### src/rtl/shift_add_multiplier.sv
// Sequential unsigned shift-and-add multiplier: one partial product per clock over xlen RUN cycles.
// Optional zero-operand shortcut enabled by defining MULT_ZERO_SKIP_EN.

module ripple_carry_adder #(
    parameter int width = 4
) (
    input  logic [width-1:0] i_a,
    input  logic [width-1:0] i_b,
    input  logic             i_cin,
    output logic [width-1:0] o_sum,
    output logic             o_cout
);

    logic [width:0] w_c;

    assign w_c[0] = i_cin;

    for (genvar gi = 0; gi < width; gi++) begin : g_fa
        assign o_sum[gi]  = i_a[gi] ^ i_b[gi] ^ w_c[gi];
        assign w_c[gi+1]  = (i_a[gi] & i_b[gi]) | (w_c[gi] & (i_a[gi] ^ i_b[gi]));
    end

    assign o_cout = w_c[width];

endmodule

module shift_add_multiplier #(
    parameter int xlen = 4
) (
    input  logic              clk,
    input  logic              rst,
    input  logic              start,
    input  logic [xlen-1:0]   a,
    input  logic [xlen-1:0]   b,
    output logic              ready,
    output logic              done,
    output logic [2*xlen-1:0] product
);

    localparam int CW = (xlen > 1) ? $clog2(xlen) : 1;

    typedef enum logic [1:0] {
        ST_IDLE = 2'd0,
        ST_RUN  = 2'd1,
        ST_DONE = 2'd2
    } state_t;

    state_t          r_state;
    state_t          w_state_next;
    logic [xlen-1:0] r_mcand;
    logic [xlen-1:0] r_hi;
    logic [xlen-1:0] r_lo;
    logic [CW-1:0]   r_cnt;

    logic [xlen-1:0] w_add_sum;
    logic            w_add_cout;
    logic [xlen-1:0] w_sum_sel;
    logic            w_cout_sel;
    logic [xlen-1:0] w_hi_next;
    logic [xlen-1:0] w_lo_next;
    logic            w_zero;
    logic            w_accept;
    logic            w_last;

`ifdef MULT_ZERO_SKIP_EN
    assign w_zero = (a == '0) || (b == '0);
`else
    assign w_zero = 1'b0;
`endif

    assign w_accept = (r_state == ST_IDLE) && start;
    assign w_last   = (r_cnt == CW'(xlen - 1));

    ripple_carry_adder #(
        .width (xlen)
    ) u_adder (
        .i_a    (r_hi),
        .i_b    (r_mcand),
        .i_cin  (1'b0),
        .o_sum  (w_add_sum),
        .o_cout (w_add_cout)
    );

    assign w_sum_sel  = r_lo[0] ? w_add_sum : r_hi;
    assign w_cout_sel = r_lo[0] & w_add_cout;

    // {carry, sum, lo} >> 1; the single-bit case has no lo bits left to shift down.
    if (xlen == 1) begin : g_shift_one
        assign w_hi_next = w_cout_sel;
        assign w_lo_next = w_sum_sel;
    end else begin : g_shift_n
        assign w_hi_next = {w_cout_sel, w_sum_sel[xlen-1:1]};
        assign w_lo_next = {w_sum_sel[0], r_lo[xlen-1:1]};
    end

    always_ff @(posedge clk) begin
        if (rst) begin
            r_state <= ST_IDLE;
        end else begin
            r_state <= w_state_next;
        end
    end

    always_comb begin
        w_state_next = r_state;
        case (r_state)
            ST_IDLE: begin
                if (start) begin
                    w_state_next = w_zero ? ST_DONE : ST_RUN;
                end
            end
            ST_RUN: begin
                if (w_last) begin
                    w_state_next = ST_DONE;
                end
            end
            ST_DONE: begin
                w_state_next = ST_IDLE;
            end
            default: begin
                w_state_next = ST_IDLE;
            end
        endcase
    end

    always_comb begin
        ready = 1'b0;
        done  = 1'b0;
        case (r_state)
            ST_IDLE: ready = 1'b1;
            ST_DONE: done  = 1'b1;
            default: begin
                ready = 1'b0;
                done  = 1'b0;
            end
        endcase
    end

    // Datapath: the product register keeps its value through IDLE until the next accept.
    always_ff @(posedge clk) begin
        if (rst) begin
            r_mcand <= '0;
            r_hi    <= '0;
            r_lo    <= '0;
            r_cnt   <= '0;
        end else if (w_accept) begin
            r_mcand <= a;
            r_hi    <= '0;
            r_lo    <= w_zero ? '0 : b;
            r_cnt   <= '0;
        end else if (r_state == ST_RUN) begin
            r_hi    <= w_hi_next;
            r_lo    <= w_lo_next;
            r_cnt   <= r_cnt + CW'(1);
        end
    end

    assign product = {r_hi, r_lo};

endmodule

### config.mk
export PLATFORM = sky130hd
export DESIGN_NAME = shift_add_multiplier
export DESIGN_NICKNAME = d
export VERILOG_FILES = /design/src/rtl/shift_add_multiplier.sv
export SDC_FILE = /design/constraint.sdc
export NUM_CORES = 1
export LEC_CHECK = 0
export BUFFER_PORTS_ARGS = -buffer_cell sky130_fd_sc_hd__buf_4
export CORE_UTILIZATION = 35
export DETAILED_ROUTE_END_ITERATION = 8
export MAX_ROUTING_LAYER = met4
export PLACE_DENSITY = 0.68
export SLEW_MARGIN = 15
export SYNTH_ARGS = -nofsm -noshare
export SYNTH_HDL_FRONTEND = slang
export SYNTH_SLANG_ARGS = --single-unit
### constraint.sdc
create_clock -name clk -period 3.7 [get_ports clk]
set_input_delay 0.37 -clock clk [delete_from_list [all_inputs] [get_ports clk]]
set_output_delay 0.37 -clock clk [all_outputs]
set_load 0.1 [all_outputs]
==> results.md, run 1 <==
- CP Max Fanout: 4
- GRT Total Usage: 0.146
- WP data required: 3910 ps
- CTS tree: built
- Footprint of the multi-input gates: 422 µm²
- Total Power: 0.399 mW
- Slew of the pin with the lowest slew margin: 736 ps
- DRT iter0 DRCs: 4
- Fmax: 0.495 GHz
- Total gr overflow: 0
- GPL Wtd Cong: 0.798
- Synth Area per Inst: 9.69 µm²
- Cell area power density: 409 nW/µm²
- DR vias: 616
- Die W: 49.9 µm
- Filler cells: 194
- Number of global-route vias before repair: 607
- Outcome: completed
- Routed WL per cell: 11.7 µm
- Clock sinks: 16
- Port Buf Inserts: 20
- Post-route setup TNS: 0 ps
- Max-cap viol count: 0
- Arrival time worst endpoint: 2230 ps
- Deepest clock path buffer count: 2
- Hold Vio Cnt, Final: 0
- YS warnings: 0
- Clock-pin transition on the worst setup and hold timing paths: 90 ps
- Seq/Total Area, Yosys: 0.398
- Final #Nets: 119
- Crit path from: r_hi[0]$_SDFFE_PP0P_
- CTS root buf: clkbuf_4
- CTS Buf Count: 3
- Final worst-path cycle share: 0.546
- Die Y: 49.9 µm
- Max VDD drop: 0.153 mV
- Dpl hpwl: 1120 µm
- PostCTS Resize Cnt: 0
- Reg-to-reg slack, setup: 1680 ps
- Post-CTS Repair Setup Buffers: 0
- Worst R2R End: r_hi[2]$_SDFFE_PP0P_
- Storage element area: 320 µm²
- First-pass GRT wire length: 2620 µm
- Most frequent cells in the layout: buf_4 (20), dfxtp_1 (16), nor2_1 (12)
- Post-route insts no fill: 128
- Area growth from synthesis to layout: 21.2%
- Largest net degree at the start of global routing: 12
- Initial antenna violation count: 0
- RSZ-0062 raised after global routing: false
- FF-to-FF path depth: 8
- Clk_skew: 4.03 ps
- Commonest non-fill, non-tap cell in the layout: buf_4
- Worst min-delay path class: in -> reg
- Final setup violation count: 0
- Slew headroom: 0.509
- Worst reg2reg startpoint: r_hi[0]$_SDFFE_PP0P_
- Setup crit start kind: flop
- IO Pins: 21
- Leakage power: 0.408 nW
- First-pass DRT Iterations: 3
- Core area: 2060 µm²
- Clock Latency Late Sink: 280 ps
- Synthesized area: 805 µm²
- Hold_buf cts: 0
- Synth Net Count: 99
- CTS H-tree lvls: 1
- CP endpoint: r_hi[2]$_SDFFE_PP0P_
- Number of diodes: 0
- Die ar.: 2490 µm²
- Post-Place Cells: 125
- Slew Limit Fails: 0
- Mapped Cells: 83
- Initial Utilization: 0.390
- Final wirelength: 1490 µm
- Residual DRC: 0
- CP Class: reg -> reg
- Count of antenna-violating nets left after detailed routing: 0
- #FFs+latches synth: 16
- Post-synth cell types: 26
- Vias/cell: 4.81
- Layout cell share with drive strength beyond 1: 0.317
- Minimum clock period: 2020 ps
- Worst Setup End Kind: flop
- Row count: 16
-- metal layers --
metal	part of all wire	wire length, µm	global-route usage
met5	0	0	-
met4	0.024	36	0.0857
met3	0.044	65	0.0278
met2	0.43	646	0.218
met1	0.50	746	0.180
-- worst min path at each step --
stage	to	cells after the start	start	slack, ps
3_5_place_dp	r_cnt[1]$_SDFFE_PP0P_	2	r_cnt[1]$_SDFFE_PP0P_	480
3_3_place_gp	r_cnt[1]$_SDFFE_PP0P_	2	r_cnt[1]$_SDFFE_PP0P_	460
6_report	r_mcand[3]$_SDFFE_PP0P_	3	a[3]	320
5_1_grt	r_mcand[2]$_SDFFE_PP0P_	3	a[2]	310
2_1_floorplan	r_cnt[1]$_SDFFE_PP0P_	2	r_cnt[1]$_SDFFE_PP0P_	450
4_1_cts	r_mcand[2]$_SDFFE_PP0P_	3	a[2]	320
-- per-stage QoR --
stage                     cell area, µm²   util  hold slack, ps  setup WS [ps]
after global placement               952  0.462             458           1730
after global routing                 975  0.473             308           1550
after floorplan                      805      -             451           1070
final                                975  0.473             319           1680
after detailed placement             952  0.462             479           1660
after CTS                            975  0.473             315           1650
-- Yosys cell counts (all sizes together) --
| cell type | n | area [µm²] |
|---|---|---|
| dfxtp | 16 | 320 |
| nor2 | 13 | 51.3 |
| inv | 7 | 26.3 |
| mux2i | 6 | 60.1 |
| a211oi | 5 | 47.5 |
| nand2 | 5 | 18.8 |
| a21oi | 4 | 31.3 |
| buf | 4 | 32.5 |
| o22ai | 4 | 25.0 |
| fa | 3 | 60.1 |
| ha | 2 | 25.0 |
| nand2b | 2 | 12.5 |
| nor2b | 2 | 12.5 |
| nor3 | 2 | 10.0 |
| clkbuf | 1 | 3.75 |
| mux2 | 1 | 11.3 |
| nand3 | 1 | 5.00 |
| nor3b | 1 | 18.8 |
| o211ai | 1 | 7.51 |
| o21ba | 1 | 10.0 |
| or2 | 1 | 6.26 |
| xnor2 | 1 | 8.76 |
-- critical path: stages (launching register included) --
cell and delay [ps]:
dfxtp_1 350, ha_1 200, inv_1 60, fa_1 150, inv_1 50, fa_1 380
fa_1 490, mux2i_1 70, a211oi_2 210
-- cells by family (layout without fill, tap and decap cells) --
logic type                 Yosys count  in the layout  share of synthesized area
muxes                                7              7                     0.0886
AOI/OAI and AO/OA                   15             15                      0.151
DFF                                 16             16                      0.398
buffers and inverters               12             30                     0.0778
xor gates and xnor gates             1              1                     0.0109
adders and majority gates            5              5                      0.106
and+or+nand+nor                     27             27                      0.168
-- state kept, by name, indices dropped and copies added (netlist names) --
signal / count
r_cnt: 2
r_hi: 4
r_lo: 4
r_mcand: 4
r_state: 2
-- power breakdown --
| group | internal, mW | total [mW] | switching (mW) |
|---|---|---|---|
| logic | 0.0354 | 0.114 | 0.0785 |
| clock network | 0.0378 | 0.0905 | 0.0528 |
| registers | 0.183 | 0.195 | 0.0118 |
-- cell type report --
cell class                      instances  area share
Inverter                                7      0.0270
Sequential cell                        16       0.329
Clock buffer                            3      0.0231
Tap cell                               27      0.0347
Multi-Input combinational cell         55       0.433
Timing Repair Buffer                   20       0.154
Note: power is estimated with default switching activity, not from simulation.
==> run 2: changes to the inputs <==
Settings changed: PLACE_DENSITY 0.68 to 0.7.
Clock period 3.7 ns to 1.8 ns, I/O delays scaled along.
==> results.md, run 2 (synthesis results as in run 1) <==
- IO Pins: 21 (unchanged)
- Clk_skew: 3.21 ps (-0.814 ps)
- Worst R2R End: r_hi[2]$_SDFFE_PP0P_
- Leakage power: 0.425 nW (+4.3%)
- Routed WL per cell: 12.1 µm (+3.5%)
- Residual DRC: 0 (unchanged)
- Row count: 16 (unchanged)
- Die W: 49.9 µm (unchanged)
- Layout cell share with drive strength beyond 1: 0.457 (+0.140)
- GRT Total Usage: 0.151 (+0.00595)
- Final worst-path cycle share: 1.06 (+0.514)
- Total gr overflow: 0 (unchanged)
- GPL Wtd Cong: 0.813 (+1.9%)
- CTS tree: built
- Setup crit start kind: flop
- CTS H-tree lvls: 1 (unchanged)
- Worst Hold Launch: a[3]
- DR vias: 618 (+0.32%)
- Clock sinks: 16 (unchanged)
- Initial Utilization: 0.390 (unchanged)
- PostCTS Resize Cnt: 1 (+1)
- Worst reg2reg startpoint: r_hi[0]$_SDFFE_PP0P_
- Hold Vio Cnt, Final: 0 (unchanged)
- Most frequent cells in the layout: buf_4 (24), dfxtp_1 (11), nor2_1 (10)
- Post-route insts no fill: 132 (+3.1%)
- Worst Setup End Kind: flop
- DRT iter0 DRCs: 11 (+7)
- Dpl hpwl: 1160 µm (+3.2%)
- Outcome: complete, but fails checks
- CTS root buf: clkbuf_4
- Reg-to-reg slack, setup: -110 ps (-1790 ps)
- CTS Buf Count: 3 (unchanged)
- WHS Endpoint: r_mcand[3]$_SDFFE_PP0P_
- Post-route setup TNS: -107 ps (-107 ps)
- Failing checks: setup timing
- Deepest clock path buffer count: 2 (unchanged)
- Crit path from: r_hi[0]$_SDFFE_PP0P_
- RSZ-0062 raised after global routing: true
- Cell area power density: 801 nW/µm² (+96%)
- Total Power: 0.832 mW (+110%)
- Clock Latency Late Sink: 280 ps (about the same)
- Regs by FF count: r_hi x4, r_lo x4, r_mcand x4
- CP max-delay cell: fa_1
- Arrival time worst endpoint: 2070 ps (-160 ps)
- Hold_buf cts: 0 (unchanged)
- CP Class: reg -> reg
- Final setup violation count: 1 (+1)
- Largest net degree at the start of global routing: 12 (unchanged)
- Die Y: 49.9 µm (unchanged)
- Initial antenna violation count: 0 (unchanged)
- Slew headroom: 0.771 (+0.263)
- CP peak stage delay: 430 ps (-60 ps)
- Count of antenna-violating nets left after detailed routing: 0 (unchanged)
- Clock-pin transition on the worst setup and hold timing paths: 90 ps (about the same)
- Post-Place Cells: 129 (+3.2%)
- Commonest non-fill, non-tap cell in the layout: buf_4
- Worst min-delay path class: in -> reg
- Final #Nets: 123 (+3.4%)
- Core area: 2060 µm² (unchanged)
- Number of diodes: 0 (unchanged)
- Minimum clock period: 1910 ps (-113 ps)
- Fmax: 0.524 GHz (+5.9%)
- Die ar.: 2490 µm² (unchanged)
- Slew of the pin with the lowest slew margin: 342 ps (-393 ps)
- Area growth from synthesis to layout: 29.1%
- CP Cell Sequence: ha_4 -> inv_2 -> fa_2 -> inv_2 -> fa_2 -> fa_1 -> mux2i_1 -> a211oi_2
- CP Max Fanout: 2 (-2)
- Cells on Worst Hold Path: 3 (unchanged)
- Vias/cell: 4.68 (-2.7%)
- WP data required: 1960 ps (-1950 ps)
- First-pass DRT Iterations: 4 (+1)
- Final wirelength: 1590 µm (+6.7%)
- Max VDD drop: 0.357 mV (+130%)
- Final worst slack: -107 ps (-1790 ps)
- Worst Hold Slack: 129 ps (-189 ps)
- FF-to-FF path depth: 8 (unchanged)
- Slew Limit Fails: 0 (unchanged)
- Number of global-route vias before repair: 613 (+0.99%)
- First-pass GRT wire length: 2680 µm (+2.4%)
- Post-CTS Repair Setup Buffers: 0 (unchanged)
- Max-cap viol count: 0 (unchanged)
- Port Buf Inserts: 20 (unchanged)
run 2: routing by layer:
metal,track usage,part of all wire
met5,-,0
met4,0.114,0.017
met3,0.0185,0.031
met2,0.225,0.46
met1,0.185,0.49
run 2: how the worst max path moves through the flow:
stage	slack, ps	endpoint	cells past startpoint
finish	-110	r_hi[2]$_SDFFE_PP0P_	8
global route	-200	r_hi[2]$_SDFFE_PP0P_	8
CTS	-110	r_hi[2]$_SDFFE_PP0P_	8
detailed placement	-100	r_hi[2]$_SDFFE_PP0P_	8
global placement	-60	r_hi[2]$_SDFFE_PP0P_	8
floorplan	-260	r_hi[2]$_SDFFE_PP0P_	8
run 2: through the flow:
step	setup slack, ps	util	cell area (µm²)
after detailed placement	-103	0.492	1010
after global placement	-60.5	0.492	1010
after CTS	-112	0.504	1040
final	-107	0.504	1040
after global routing	-196	0.504	1040
after floorplan	-263	-	837
run 2: final cells by class:
type                            instances  area [µm²]
Sequential cell                        16         332
Multi-Input combinational cell         55         444
Tap cell                               27        33.8
Inverter                                7        26.3
Timing Repair Buffer                   24         180
Fill cell                             200        1020
Clock buffer                            3        22.5
run 2: worst max-delay path, delay by kind of cell, from the launching register on:
family,cells,cell delay (ps)
flip-flops,1,360
buffers and inverters,2,70
adder cells (fa/ha/maj),4,1080
AO/OA/AOI/OAI,1,90
multiplexers,1,190
run 2: where the power goes:
group / internal (mW) / switching [mW] / total [mW]
clock network: 0.0777 / 0.109 / 0.186
logic: 0.0801 / 0.164 / 0.244
registers: 0.376 / 0.0261 / 0.402
total: 0.533 / 0.299 / 0.832
==> run 3: changes to the inputs <==
Settings changed: PLACE_DENSITY 0.7 to 0.68.
Clock period 1.8 ns to 2.18 ns, I/O delays scaled along.
==> results.md, run 3 (synthesis results as in run 1) <==
- CP peak stage delay: 490 ps (+60 ps)
- Reg-to-reg slack, setup: 140 ps (+250 ps)
- GRT Total Usage: 0.150 (-0.00159)
- Commonest non-fill, non-tap cell in the layout: buf_4
- Total gr overflow: 0 (unchanged)
- CTS root buf: clkbuf_4
- CP Max Fanout: 4 (+2)
- Final worst-path cycle share: 0.937 (-0.123)
- Post-CTS Repair Setup Buffers: 0 (unchanged)
- Die ar.: 2490 µm² (unchanged)
- Slew headroom: 0.723 (-0.0488)
- Fmax: 0.490 GHz (-6.6%)
- Crit path max-delay family: adder cells
- Max VDD drop: 0.284 mV (-20%)
- Area growth from synthesis to layout: 24.7%
- Initial antenna violation count: 0 (unchanged)
- Slew Limit Fails: 0 (unchanged)
- GPL Wtd Cong: 0.813 (about the same)
- Arrival time worst endpoint: 2250 ps (+180 ps)
- Worst Setup End Kind: flop
- First-pass DRT Iterations: 3 (-1)
- Clock-pin transition on the worst setup and hold timing paths: 100 ps (about the same)
- CP Cell Sequence: ha_1 -> inv_1 -> fa_1 -> inv_1 -> fa_1 -> fa_1 -> mux2i_1 -> a211oi_2
- Post-route insts no fill: 130 (-1.5%)
- Final #Nets: 120 (-2.4%)
- Count of antenna-violating nets left after detailed routing: 0 (unchanged)
- Die W: 49.9 µm (unchanged)
- CTS tree: built
- Largest net degree at the start of global routing: 12 (unchanged)
- Slew of the pin with the lowest slew margin: 416 ps (+73.2 ps)
- Buf+Inv Stages, Crit Path: 2 (unchanged)
- CTS Buf Count: 3 (unchanged)
- PostCTS Resize Cnt: 0 (-1)
- Layout cell share with drive strength beyond 1: 0.350 (-0.108)
- Outcome: completed
- Hold Vio Cnt, Final: 0 (unchanged)
- DRT iter0 DRCs: 8 (-3)
- Minimum clock period: 2040 ps (+135 ps)
- Max-cap viol count: 0 (unchanged)
- Row count: 16 (unchanged)
- Leakage power: 0.421 nW (-0.90%)
- Post-route setup TNS: 0 ps (+107 ps)
- Initial Utilization: 0.390 (unchanged)
- CP Class: reg -> reg
- Hold_buf cts: 0 (unchanged)
- Deepest clock path buffer count: 2 (unchanged)
- Number of global-route vias before repair: 600 (-2.1%)
- Clk_skew: 0.895 ps (-2.32 ps)
- First-pass GRT wire length: 2680 µm (unchanged)
- Clock Latency Late Sink: 280 ps (about the same)
- Die Y: 49.9 µm (unchanged)
- CP dominant cell by count: fa_1
- Worst Hold Slack: 181 ps (+51.2 ps)
- Post-Place Cells: 126 (-2.3%)
- Residual DRC: 0 (unchanged)
- IO Pins: 21 (unchanged)
- Vias/cell: 4.67 (-0.27%)
- Final setup violation count: 0 (-1)
- Routed WL per cell: 11.3 µm (-6.2%)
- Regs by FF count: r_hi x4, r_lo x4, r_mcand x4
- CP max-delay cell: fa_1
- Number of diodes: 0 (unchanged)
- CTS H-tree lvls: 1 (unchanged)
- Setup crit start kind: flop
- DR vias: 607 (-1.8%)
- Port Buf Inserts: 20 (unchanged)
- Final wirelength: 1470 µm (-7.6%)
- Core area: 2060 µm² (unchanged)
- Fin util: 0.487 (-0.0170)
- Most frequent cells in the layout: buf_4 (21), dfxtp_1 (14), nor2_1 (12)
- Cell area power density: 717 nW/µm² (-11%)
- Clock sinks: 16 (unchanged)
- Dpl hpwl: 1110 µm (-4.4%)
- RSZ-0062 raised after global routing: false
- Worst min-delay path class: in -> reg
- WP data required: 2390 ps (+430 ps)
## run 3: final cells by class
class | instances | area [µm²]
Tap cell | 27 | 33.8
Timing Repair Buffer | 21 | 158
Sequential cell | 16 | 328
Inverter | 7 | 26.3
Fill cell | 202 | 1060
Multi-Input combinational cell | 55 | 422
Clock buffer | 4 | 36.3
## run 3: metrics by stage
| stage | instance area, µm² | setup WS (ps) | power (mW) |
|---|---|---|---|
| floorplan | 812 | 38.8 | 0.491 |
| global placement | 967 | 202 | 0.531 |
| detailed placement | 967 | 167 | 0.532 |
| CTS | 1000 | 125 | 0.726 |
| global route | 1000 | 7.13 | 0.759 |
| finish | 1000 | 138 | 0.719 |
## run 3: final timing paths
| check | from | endpoint | cells after the start |
|---|---|---|---|
| setup / recovery | r_hi[0]$_SDFFE_PP0P_ | r_hi[2]$_SDFFE_PP0P_ | 8 |
| hold / removal | a[1] | r_mcand[1]$_SDFFE_PP0P_ | 3 |
| setup reg to reg | r_hi[0]$_SDFFE_PP0P_ | r_hi[2]$_SDFFE_PP0P_ | 8 |
| hold reg to reg | r_cnt[1]$_SDFFE_PP0P_ | r_cnt[1]$_SDFFE_PP0P_ | 2 |
## run 3: worst min-delay path: cells and delay by family
family | cells | cell delay (ps)
buffers and inverters | 1 | 80
multiplexers | 1 | 50
AND/OR/NAND/NOR | 1 | 80
## run 3: power by group
part           switching, mW  internal (mW)  leakage [nW]
logic                  0.133         0.0615         0.268
registers             0.0202          0.309         0.133
clock network         0.0939          0.102        0.0210
## run 3: layer usage
metal / routed length (µm) / global-route usage / part of all wire / up-vias
met2: 690 / 0.200 / 0.47 / 11
met5: 0 / - / 0 / -
met4: 19 / 0.100 / 0.013 / 0
li1: - / - / - / 319
met3: 43 / 0.0185 / 0.029 / 2
met1: 719 / 0.208 / 0.49 / 275
